$ cat src/rtl/uart_tx_arbiter.sv
// -----------------------------------------------------------------------------
// uart_tx_arbiter
//
// Purpose:
//    Shares one AXIS-to-UART transmitter between NUM_SRC AXI-Stream byte
//    sources. Only one source is granted at a time. A grant is held until the
//    source ends its packet (tlast), has sent MAX_BURST bytes, or has kept
//    tvalid low for STALL_TIMEOUT cycles. Sources are served round-robin, so
//    the source released last has the lowest priority next. Accepted bytes
//    pass through a registered one-entry output stage that feeds the
//    transmitter's AXIS slave at full throughput.
//
// Parameters:
//    NUM_SRC        number of requesting sources (2..8)
//    MAX_BURST      bytes per grant before a forced release (>= 1)
//    STALL_TIMEOUT  idle cycles a granted source may keep tvalid low (>= 2)
//
// Ports:
//    clk          in   system clock
//    reset        in   asynchronous, active-high reset
//    in_tdata     in   source i byte at bits [8i+7:8i]
//    in_tvalid    in   per-source valid
//    in_tlast     in   per-source end of packet
//    in_tready    out  per-source ready (combinational, granted source only)
//    out_tdata    out  byte to the UART transmitter (registered)
//    out_tvalid   out  output valid (registered)
//    out_tready   in   transmitter ready
//    grant        out  one-hot current grant, zero when idle (registered)
//    busy         out  high while a source holds the grant
// -----------------------------------------------------------------------------
module uart_tx_arbiter #(
   parameter int NUM_SRC       = 4,
   parameter int MAX_BURST     = 16,
   parameter int STALL_TIMEOUT = 256
) (
   input  logic                   clk,
   input  logic                   reset,
   input  logic [8*NUM_SRC-1:0]   in_tdata,
   input  logic [NUM_SRC-1:0]     in_tvalid,
   input  logic [NUM_SRC-1:0]     in_tlast,
   output logic [NUM_SRC-1:0]     in_tready,
   output logic [7:0]             out_tdata,
   output logic                   out_tvalid,
   input  logic                   out_tready,
   output logic [NUM_SRC-1:0]     grant,
   output logic                   busy
);

   localparam int IDX_W   = (NUM_SRC > 1) ? $clog2(NUM_SRC) : 1;
   localparam int BEAT_W  = $clog2(MAX_BURST + 1);
   localparam int STALL_W = $clog2(STALL_TIMEOUT);

   // Counter values at which the grant is released on the current cycle.
   localparam logic [BEAT_W-1:0]  BEAT_LAST  = BEAT_W'(MAX_BURST - 1);
   localparam logic [STALL_W-1:0] STALL_LAST = STALL_W'(STALL_TIMEOUT - 1);
   localparam logic [IDX_W-1:0]   IDX_LAST   = IDX_W'(NUM_SRC - 1);

   typedef enum logic {
      IDLE = 1'b0,
      XFER = 1'b1
   } state_t;

   // --------------------------------------------------------------------------
   // State
   // --------------------------------------------------------------------------
   state_t               state_q, state_d;
   logic [NUM_SRC-1:0]   grant_q, grant_d;
   logic [IDX_W-1:0]     last_grant_q, last_grant_d;
   logic [BEAT_W-1:0]    beat_cnt_q, beat_cnt_d;
   logic [STALL_W-1:0]   stall_cnt_q, stall_cnt_d;
   logic [7:0]           out_tdata_q, out_tdata_d;
   logic                 out_tvalid_q, out_tvalid_d;

   // --------------------------------------------------------------------------
   // Combinational helpers
   // --------------------------------------------------------------------------
   logic                 pick_found;
   logic [IDX_W-1:0]     pick_idx;
   logic [IDX_W-1:0]     cur_idx;
   logic [7:0]           cur_data;
   logic                 cur_valid;
   logic                 cur_last;
   logic                 out_free;
   logic                 accept;
   logic                 burst_done;
   logic                 stall_done;
   logic                 release_grant;

   // Round-robin search: start just above the last released source and wrap,
   // so the source that just finished is considered last.
   always_comb begin
      // NOTE: every variable written here gets a default first; a path that
      // leaves one unassigned would infer a latch.
      int            cand;
      logic [IDX_W-1:0] cand_idx;
      pick_found = 1'b0;
      pick_idx   = '0;
      cand       = 0;
      cand_idx   = '0;
      for (int k = 1; k <= NUM_SRC; k++) begin
         cand     = (int'(last_grant_q) + k) % NUM_SRC;
         cand_idx = IDX_W'(cand);
         if (!pick_found && in_tvalid[cand_idx]) begin
            pick_found = 1'b1;
            pick_idx   = cand_idx;
         end
      end
   end

   // Decode the one-hot grant into the granted source's index and stream.
   always_comb begin
      cur_idx  = '0;
      cur_data = '0;
      for (int i = 0; i < NUM_SRC; i++) begin
         if (grant_q[i]) begin
            cur_idx  = IDX_W'(i);
            cur_data = in_tdata[8*i +: 8];
         end
      end
   end

   assign cur_valid = |(in_tvalid & grant_q);
   assign cur_last  = |(in_tlast & grant_q);

   // The output stage can take a byte when empty or when it drains this cycle.
   assign out_free   = ~out_tvalid_q | out_tready;
   assign accept     = (state_q == XFER) & cur_valid & out_free;
   assign burst_done = (beat_cnt_q == BEAT_LAST);

   // Only a granted source with tvalid low counts as stalled; a source held
   // off by output backpressure still has tvalid high and is not penalised.
   assign stall_done = (state_q == XFER) & ~cur_valid & (stall_cnt_q == STALL_LAST);

   assign release_grant = (accept & (cur_last | burst_done)) | stall_done;

   // --------------------------------------------------------------------------
   // FSM: state register
   // --------------------------------------------------------------------------
   // NOTE: asynchronous reset puts the arbiter back to IDLE at once, even
   // mid-packet; any byte in the output stage is discarded.
   always_ff @(posedge clk or posedge reset) begin
      if (reset) begin
         state_q <= IDLE;
      end else begin
         // NOTE: sequential state uses non-blocking assignments so every flop
         // samples the values from before this clock edge.
         state_q <= state_d;
      end
   end

   // --------------------------------------------------------------------------
   // FSM: next-state logic
   // --------------------------------------------------------------------------
   always_comb begin
      state_d = state_q;
      case (state_q)
         IDLE: begin
            if (pick_found) begin
               state_d = XFER;
            end
         end
         XFER: begin
            if (release_grant) begin
               state_d = IDLE;
            end
         end
         default: state_d = IDLE;
      endcase
   end

   // --------------------------------------------------------------------------
   // FSM: outputs
   // --------------------------------------------------------------------------
   always_comb begin
      in_tready = '0;
      busy      = 1'b0;
      if (state_q == XFER) begin
         in_tready = grant_q & {NUM_SRC{out_free}};
         busy      = 1'b1;
      end
   end

   // --------------------------------------------------------------------------
   // Grant, counters and output stage: next values
   // --------------------------------------------------------------------------
   always_comb begin
      grant_d      = grant_q;
      last_grant_d = last_grant_q;
      beat_cnt_d   = beat_cnt_q;
      stall_cnt_d  = stall_cnt_q;

      if (state_q == IDLE) begin
         if (pick_found) begin
            grant_d     = NUM_SRC'(1) << pick_idx;
            beat_cnt_d  = '0;
            stall_cnt_d = '0;
         end
      end else begin
         if (release_grant) begin
            grant_d      = '0;
            last_grant_d = cur_idx;
            beat_cnt_d   = '0;
            stall_cnt_d  = '0;
         end else if (accept) begin
            beat_cnt_d  = beat_cnt_q + 1'b1;
            stall_cnt_d = '0;
         end else if (!cur_valid) begin
            // Cannot overflow: reaching STALL_LAST releases the grant above.
            stall_cnt_d = stall_cnt_q + 1'b1;
         end
      end
   end

   // A load takes priority over a drain, so a byte accepted in the same cycle
   // the previous one leaves keeps out_tvalid high with no bubble.
   always_comb begin
      out_tdata_d  = out_tdata_q;
      out_tvalid_d = out_tvalid_q;
      if (accept) begin
         out_tdata_d  = cur_data;
         out_tvalid_d = 1'b1;
      end else if (out_tready) begin
         out_tvalid_d = 1'b0;
      end
   end

   // --------------------------------------------------------------------------
   // Grant, counters and output stage: registers
   // --------------------------------------------------------------------------
   always_ff @(posedge clk or posedge reset) begin
      if (reset) begin
         grant_q      <= '0;
         last_grant_q <= IDX_LAST;
         beat_cnt_q   <= '0;
         stall_cnt_q  <= '0;
         out_tdata_q  <= '0;
         out_tvalid_q <= 1'b0;
      end else begin
         grant_q      <= grant_d;
         last_grant_q <= last_grant_d;
         beat_cnt_q   <= beat_cnt_d;
         stall_cnt_q  <= stall_cnt_d;
         out_tdata_q  <= out_tdata_d;
         out_tvalid_q <= out_tvalid_d;
      end
   end

   assign grant      = grant_q;
   assign out_tdata  = out_tdata_q;
   assign out_tvalid = out_tvalid_q;

endmodule

$ cat config.mk
export PLATFORM = sky130hd
export DESIGN_NAME = uart_tx_arbiter
export DESIGN_NICKNAME = d
export VERILOG_FILES = /design/src/rtl/uart_tx_arbiter.sv
export SDC_FILE = /design/constraint.sdc
export NUM_CORES = 1
export LEC_CHECK = 0
export ABC_AREA = 0
export CORE_MARGIN = 4
export CORE_UTILIZATION = 48
export CTS_CLUSTER_DIAMETER = 40
export CTS_CLUSTER_SIZE = 14
export DETAILED_ROUTE_END_ITERATION = 6
export PLACE_DENSITY = 0.85
export RECOVER_POWER = 25
export SLEW_MARGIN = 10
export SYNTH_ARGS = -nofsm -noshare
export SYNTH_HDL_FRONTEND = slang
export SYNTH_SLANG_ARGS = --single-unit
$ cat constraint.sdc
create_clock -name clk -period 3 [get_ports clk]
set_input_delay 0.45 -clock clk [delete_from_list [all_inputs] [get_ports clk]]
set_output_delay 0.45 -clock clk [all_outputs]
set_load 0.01 [all_outputs]
* Yosys cells after proc, flatten, opt, wreduce, memory -nomap -nowiden
Cells that the tools add are included.
** Storage, ports and cells
- ROM bits :: 0
- Bits in latches :: 0
- Register bits after elaboration :: 29
- Memory bits (writable) :: 0
- Memories :: 0
** Operators by class
- Div/mod/pow operators :: 0
- Reductions and logical operators :: 14
- Bitwise logic cells :: 14
- Eq/ne operators :: 5
- Shift operators :: 1
- Add/subtract/negate cells :: 6
- $lt $le $gt $ge :: 4
- Multiply operators :: 0
- Multiplexer cells :: 42
** Operators with widths (count)
- 2-to-1 mux 8 bit :: 9
- 2-to-1 mux 5 bit :: 4
- 2-to-1 mux 4 bit :: 4
- 2-to-1 mux 1 bit :: 14
- AND 4 bit :: 3
- less-than comparator 2 x 3 -> 1 bit (second input constant) :: 4
- 2-to-1 mux 2 bit :: 6
- adder 8 x 1 -> 8 bit (second input constant) :: 1
- binary-select mux 1 bit (select 2 bit) :: 4
- == test 8 bit (second input constant) :: 1
- AND reduction 2 bit :: 4
- OR reduction 4 bit :: 2
- adder 5 x 1 -> 5 bit (second input constant) :: 1
- AND 1 bit :: 5
- == test 5 x 4 -> 1 bit (second input constant) :: 1
- adder 2 x 1 -> 2 bit (second input constant) :: 2
- adder 2 bit (second input constant) :: 2
- != test 4 x 2 -> 1 bit (second input constant) :: 1
- nonzero test 2 bit :: 2
- left shift 1 x 2 -> 4 bit (first input constant) :: 1
- logical AND 1 bit :: 3
- logical NOT 1 bit :: 3
- != test 3 x 1 -> 1 bit (second input constant) :: 1
- NOT 1 bit :: 3
- other kinds (3) :: 5

* Logic depth before layout (Yosys ltp)
- Word-level depth :: 16
- Gate-level depth with buffers :: 8

* Worst setup path after synthesis
OpenSTA, ideal clock, no wires.
- Path type :: register -> register
- From :: register beat_cnt_q[0]
- To :: register beat_cnt_q[4]
- Buffers on the path :: 0
- Stages on the path, launching flop included :: 9
- Required time :: 2.918 ns
- Arrival :: 1.634 ns
- Path slack :: 1.284 ns
- Setup time :: 0.082 ns
- Period minus slack after synthesis :: 1.716 ns
- Cells stage by stage :: dfrtp_1 > ha_1 > and3_1 > ha_1 > a21oi_1 > and2_0 > o211ai_2 > or2_1 > o22ai_1
** On the way
- Cells in the longest elaborated chain, start to end :: 6
** RTL lines
- from (decl) :: line 69 : logic [BEAT_W-1:0] beat_cnt_q, beat_cnt_d;
- from (signal assigned) :: line 241 : beat_cnt_q <= beat_cnt_d;
- == test 5 x 4 -> 1 bit :: line 128 : assign burst_done = (beat_cnt_q == BEAT_LAST);
- OR 1 bit :: line 134 : assign release_grant = (accept & (cur_last | burst_done)) | stall_done;
- AND 1 bit :: line 134
- OR 1 bit :: line 134
- != test 3 x 1 -> 1 bit (no source line) or 2-to-1 mux 5 bit (tied branches)
- AND reduction 2 bit (no source line) or 2-to-1 mux 5 bit (tied branches)
Several ways; a longest one is shown, not always the timed one. The select of a mux whose other input is x is not followed.
A chain may end at the register's enable or synchronous reset.

* Worst setup path after layout
- From :: register grant_q[3], in the netlist grant[3]
- To :: output in_tready[3]
** On the way
- Cells in the longest elaborated chain, start to end :: 2
** RTL lines
- from (decl) :: line 67 : logic [NUM_SRC-1:0] grant_q, grant_d;
- from (signal assigned) :: line 239 : grant_q <= grant_d;
- AND 4 bit :: line 178 : in_tready = grant_q & {NUM_SRC{out_free}};
- 2-to-1 mux 4 bit :: line 177 : if (state_q == XFER) begin
- to (decl) :: line 41 : output logic [NUM_SRC-1:0] in_tready,
Every way passes these cells.

==> flow_metrics.py <==
metrics = {
    "status": {
        "status": "finished, violations left",
        "violations": "max-capacitance violations, max-slew violations",
    },
    "drt": {
        "remaining_drc_errors": 0,
        "drt-initial-drc-count": 74,
        "dr.pass1.iters": 4,
        "ant_nets": 0,
        "wl_per_cell_microns": 15.80,
        "totalWireLength_mm": 4.519,
        "routed-via-count": 1612,
        "viasPerCell": 5.636,
    },
    "pwr": {
        "power.leakage_nw": 1.042,
        "ir_drop_mv": 0.5567,
        "pwr_density_cell_nw_per_um2": 775.5,
    },
    "worst_setup_path": {
        "critPathLaunch": "grant[3]$_DFFE_PP0P_",
        "cp_max_fo": 24,
        "reg2reg_to": "beat_cnt_q[2]$_DFFE_PP0P_",
        "cp_data_required_time_ns": 2.55,
        "reg2reg_from": "grant[3]$_DFFE_PP0P_",
        "r2r_slack_ns": 0.88,
        "critPathKind": "reg -> out",
        "cp_cell_sequence": "and3_1, clkdlybuf4s50_1",
        "critPathCaptureType": "output pin",
        "rr_worst_depth": 5,
        "start_kind": "register",
        "cp_slowest_cell": "dfrtp_1",
        "slowest_delay_ns": 0.86,
        "worstPathArrival_ns": 1.97,
    },
    "clock_network": {
        "worstSkewPairLatency_ns": 0.32,
        "post_cts_hold_buffer_count": 0,
        "cts_setup_buffers": 0,
        "h-tree-depth": 2,
        "ctsResizeCount": 0,
        "cts_buffers": 5,
        "cts_tree": "built",
        "clock_path_buffers": 2,
        "clock-sinks": 29,
        "cts_root_buf": "clkbuf_4",
        "path_clk_slew_ns": 0.09,
    },
    "timing": {
        "tightestPinTransition_ns": 1.531,
        "timing.fmax_mhz": 412.9,
        "final.setup.tns_ns": 0,
        "slew_headroom_pct": -2.079,
        "post-route-period-util_pct": 80.74,
        "setup_ws_ns": 0.5779,
        "rsz0062_at_grt": "no",
        "skew_ns": 0.01041,
        "drv_slew": 30,
        "layout_min_cycle_time_ns": 2.422,
        "hold_violations": 0,
        "finalSetupViolCount": 0,
    },
    "synthesis": {
        "yosysWarnings": 0,
        "synth_edf_count": 0,
        "synth-seq-cells": 29,
        "avgSynthCellArea_sq_um": 9.590,
        "synthArstFlopShare_pct": 100.0,
        "synth.net_count": 225,
        "synth_cells": 179,
        "synth.cell_area_sq_um": 1717,
        "yosysSeqAreaShare_pct": 42.42,
        "ys_types": 44,
        "synth_ff_type": "dfrtp_1",
    },
    "final_layout": {
        "drive_gt1_share_pct": 8.333,
        "fin_util_pct": 70.43,
        "layout.cells.most_common_list": "59 x clkdlybuf4s50_1, 27 x dfrtp_1, 19 x nor2_1, 15 x nand2_1, 11 x o21ai_0",
        "diodes": 0,
        "nNetsFinal": 285,
        "layoutNonFillerInstCount": 286,
        "mostFrequentLayoutCell": "clkdlybuf4s50_1",
        "syn_to_final_growth_pct": 39.07,
        "postLayoutCellArea_sq_um": 2387,
    },
    "hold_path": {
        "holdPathStages": 2,
        "holdCritPathClass": "reg -> reg",
        "min_from": "out_tdata[4]$_DFFE_PP0P_",
        "whs_endpoint": "out_tdata[4]$_DFFE_PP0P_",
    },
    "grt": {
        "grt_start_max_net_pins": 30,
        "antenna_found_initial": 0,
        "grt_pass1_wl_mm": 7.224,
        "grt.overflow.total": 0,
        "first_global_vias": 1488,
        "grt_use_total_pct": 21.50,
    },
    "floorplanning": {
        "core_area_sq_um": 3390,
        "rows": 21,
        "die_area_sq_um": 4597,
        "die_y_microns": 67.80,
        "initial_core_util_pct": 50.65,
        "pin_count": 61,
        "dieWidth_microns": 67.80,
    },
    "placement": {
        "dp_hpwl_mm": 3.350,
        "numPortBuffers": 60,
        "place_inst": 278,
        "placed_area_sq_um": 2340,
        "routabilityCongestion": 0.7841,
        "place_ws_ns": 0.6586,
    },
    "run": {
        "drv_cap": 1,
    },
}
[layer usage]
layer	share of wire [%]	track usage, %	vias up
met1	46	30.06	763
li1	-	-	790
met4	2.1	8.685	0
met3	6.6	4.493	9
met2	45	32.32	50
met5	0	0	-
[worst max-delay path, delay by kind of cell, from the launching register on]
family                 cells  cell delay (ns)
AND/OR/NAND/NOR            1             0.26
flip-flops                 1             0.86
buffers and inverters      1             0.53
[state kept, by name (all words and copies together) (netlist names)]
name / cells
out_tvalid: 1
grant: 4
stall_cnt_q: 8
beat_cnt_q: 5
state_q: 1
out_tdata: 8
last_grant_q: 2
[power breakdown]
group	leakage (nW)	internal [W]	switching, W
clock	0.0320	0.0000891	0.000134
sequential	0.376	0.000530	0.000170
combinational	0.635	0.000467	0.000461
total	1.04	0.00109	0.000765
[kinds of logic after synthesis]
family	after synthesis	synth area share [%]
adder cells (fa/ha/maj)	3	2.187
AND/OR/NAND/NOR	76	25.00
AO/OA/AOI/OAI	50	23.10
flip-flops	29	42.42
XOR/XNOR	6	3.061
buffers and inverters	15	4.227
[synth_stat cells (2+ instances only)]
master / count / area (sq um)
nand4_1: 2 / 12.51
a22oi_1: 8 / 60.06
clkbuf_1: 6 / 22.52
buf_6: 2 / 22.52
dfstp_2: 2 / 52.55
nor3_1: 2 / 10.01
nand3_1: 9 / 45.04
a21o_1: 3 / 22.52
a22o_1: 2 / 17.52
and4_1: 3 / 26.28
and2_1: 2 / 12.51
o221ai_1: 2 / 17.52
and3_1: 10 / 62.56
nand2_1: 15 / 56.30
nor2_1: 19 / 71.32
o22ai_1: 2 / 12.51
ha_1: 3 / 37.54
xor2_1: 6 / 52.55
a221oi_1: 9 / 78.83
dfrtp_1: 27 / 675.7
o21ai_0: 11 / 55.05
a22o_4: 2 / 35.03
nand2b_1: 4 / 25.02
a21oi_1: 3 / 15.01
inv_1: 6 / 22.52
[worst max path at each step]
stage | to | slack (ns) | cells after the start
floorplan | beat_cnt_q[4]$_DFFE_PP0P_ | 1.28 | 8
global placement | in_tready[0] | 0.70 | 4
detailed placement | in_tready[2] | 0.66 | 4
CTS | in_tready[3] | 0.58 | 2
global route | in_tready[3] | 0.49 | 2
finish | in_tready[3] | 0.58 | 2
[stage by stage]
stage	hold slack [ns]	total power, W
floorplan	0.4629	0.001297
global placement	0.4638	0.001603
finish	0.4879	0.001851
CTS	0.4863	0.001863
global route	0.5158	0.002001
detailed placement	0.4704	0.001633
[cell type report]
cell class / instances / area [sq um]
fillers: 263 / 1002
multi-input cells: 135 / 915.9
flip-flops and latches: 29 / 728.2
repair buffers: 62 / 611.8
well taps: 46 / 57.56
clock buffers: 6 / 41.29
inverters: 6 / 22.52
clock inverters: 2 / 10.01
No activity file was read; power rests on OpenSTA's default activity.
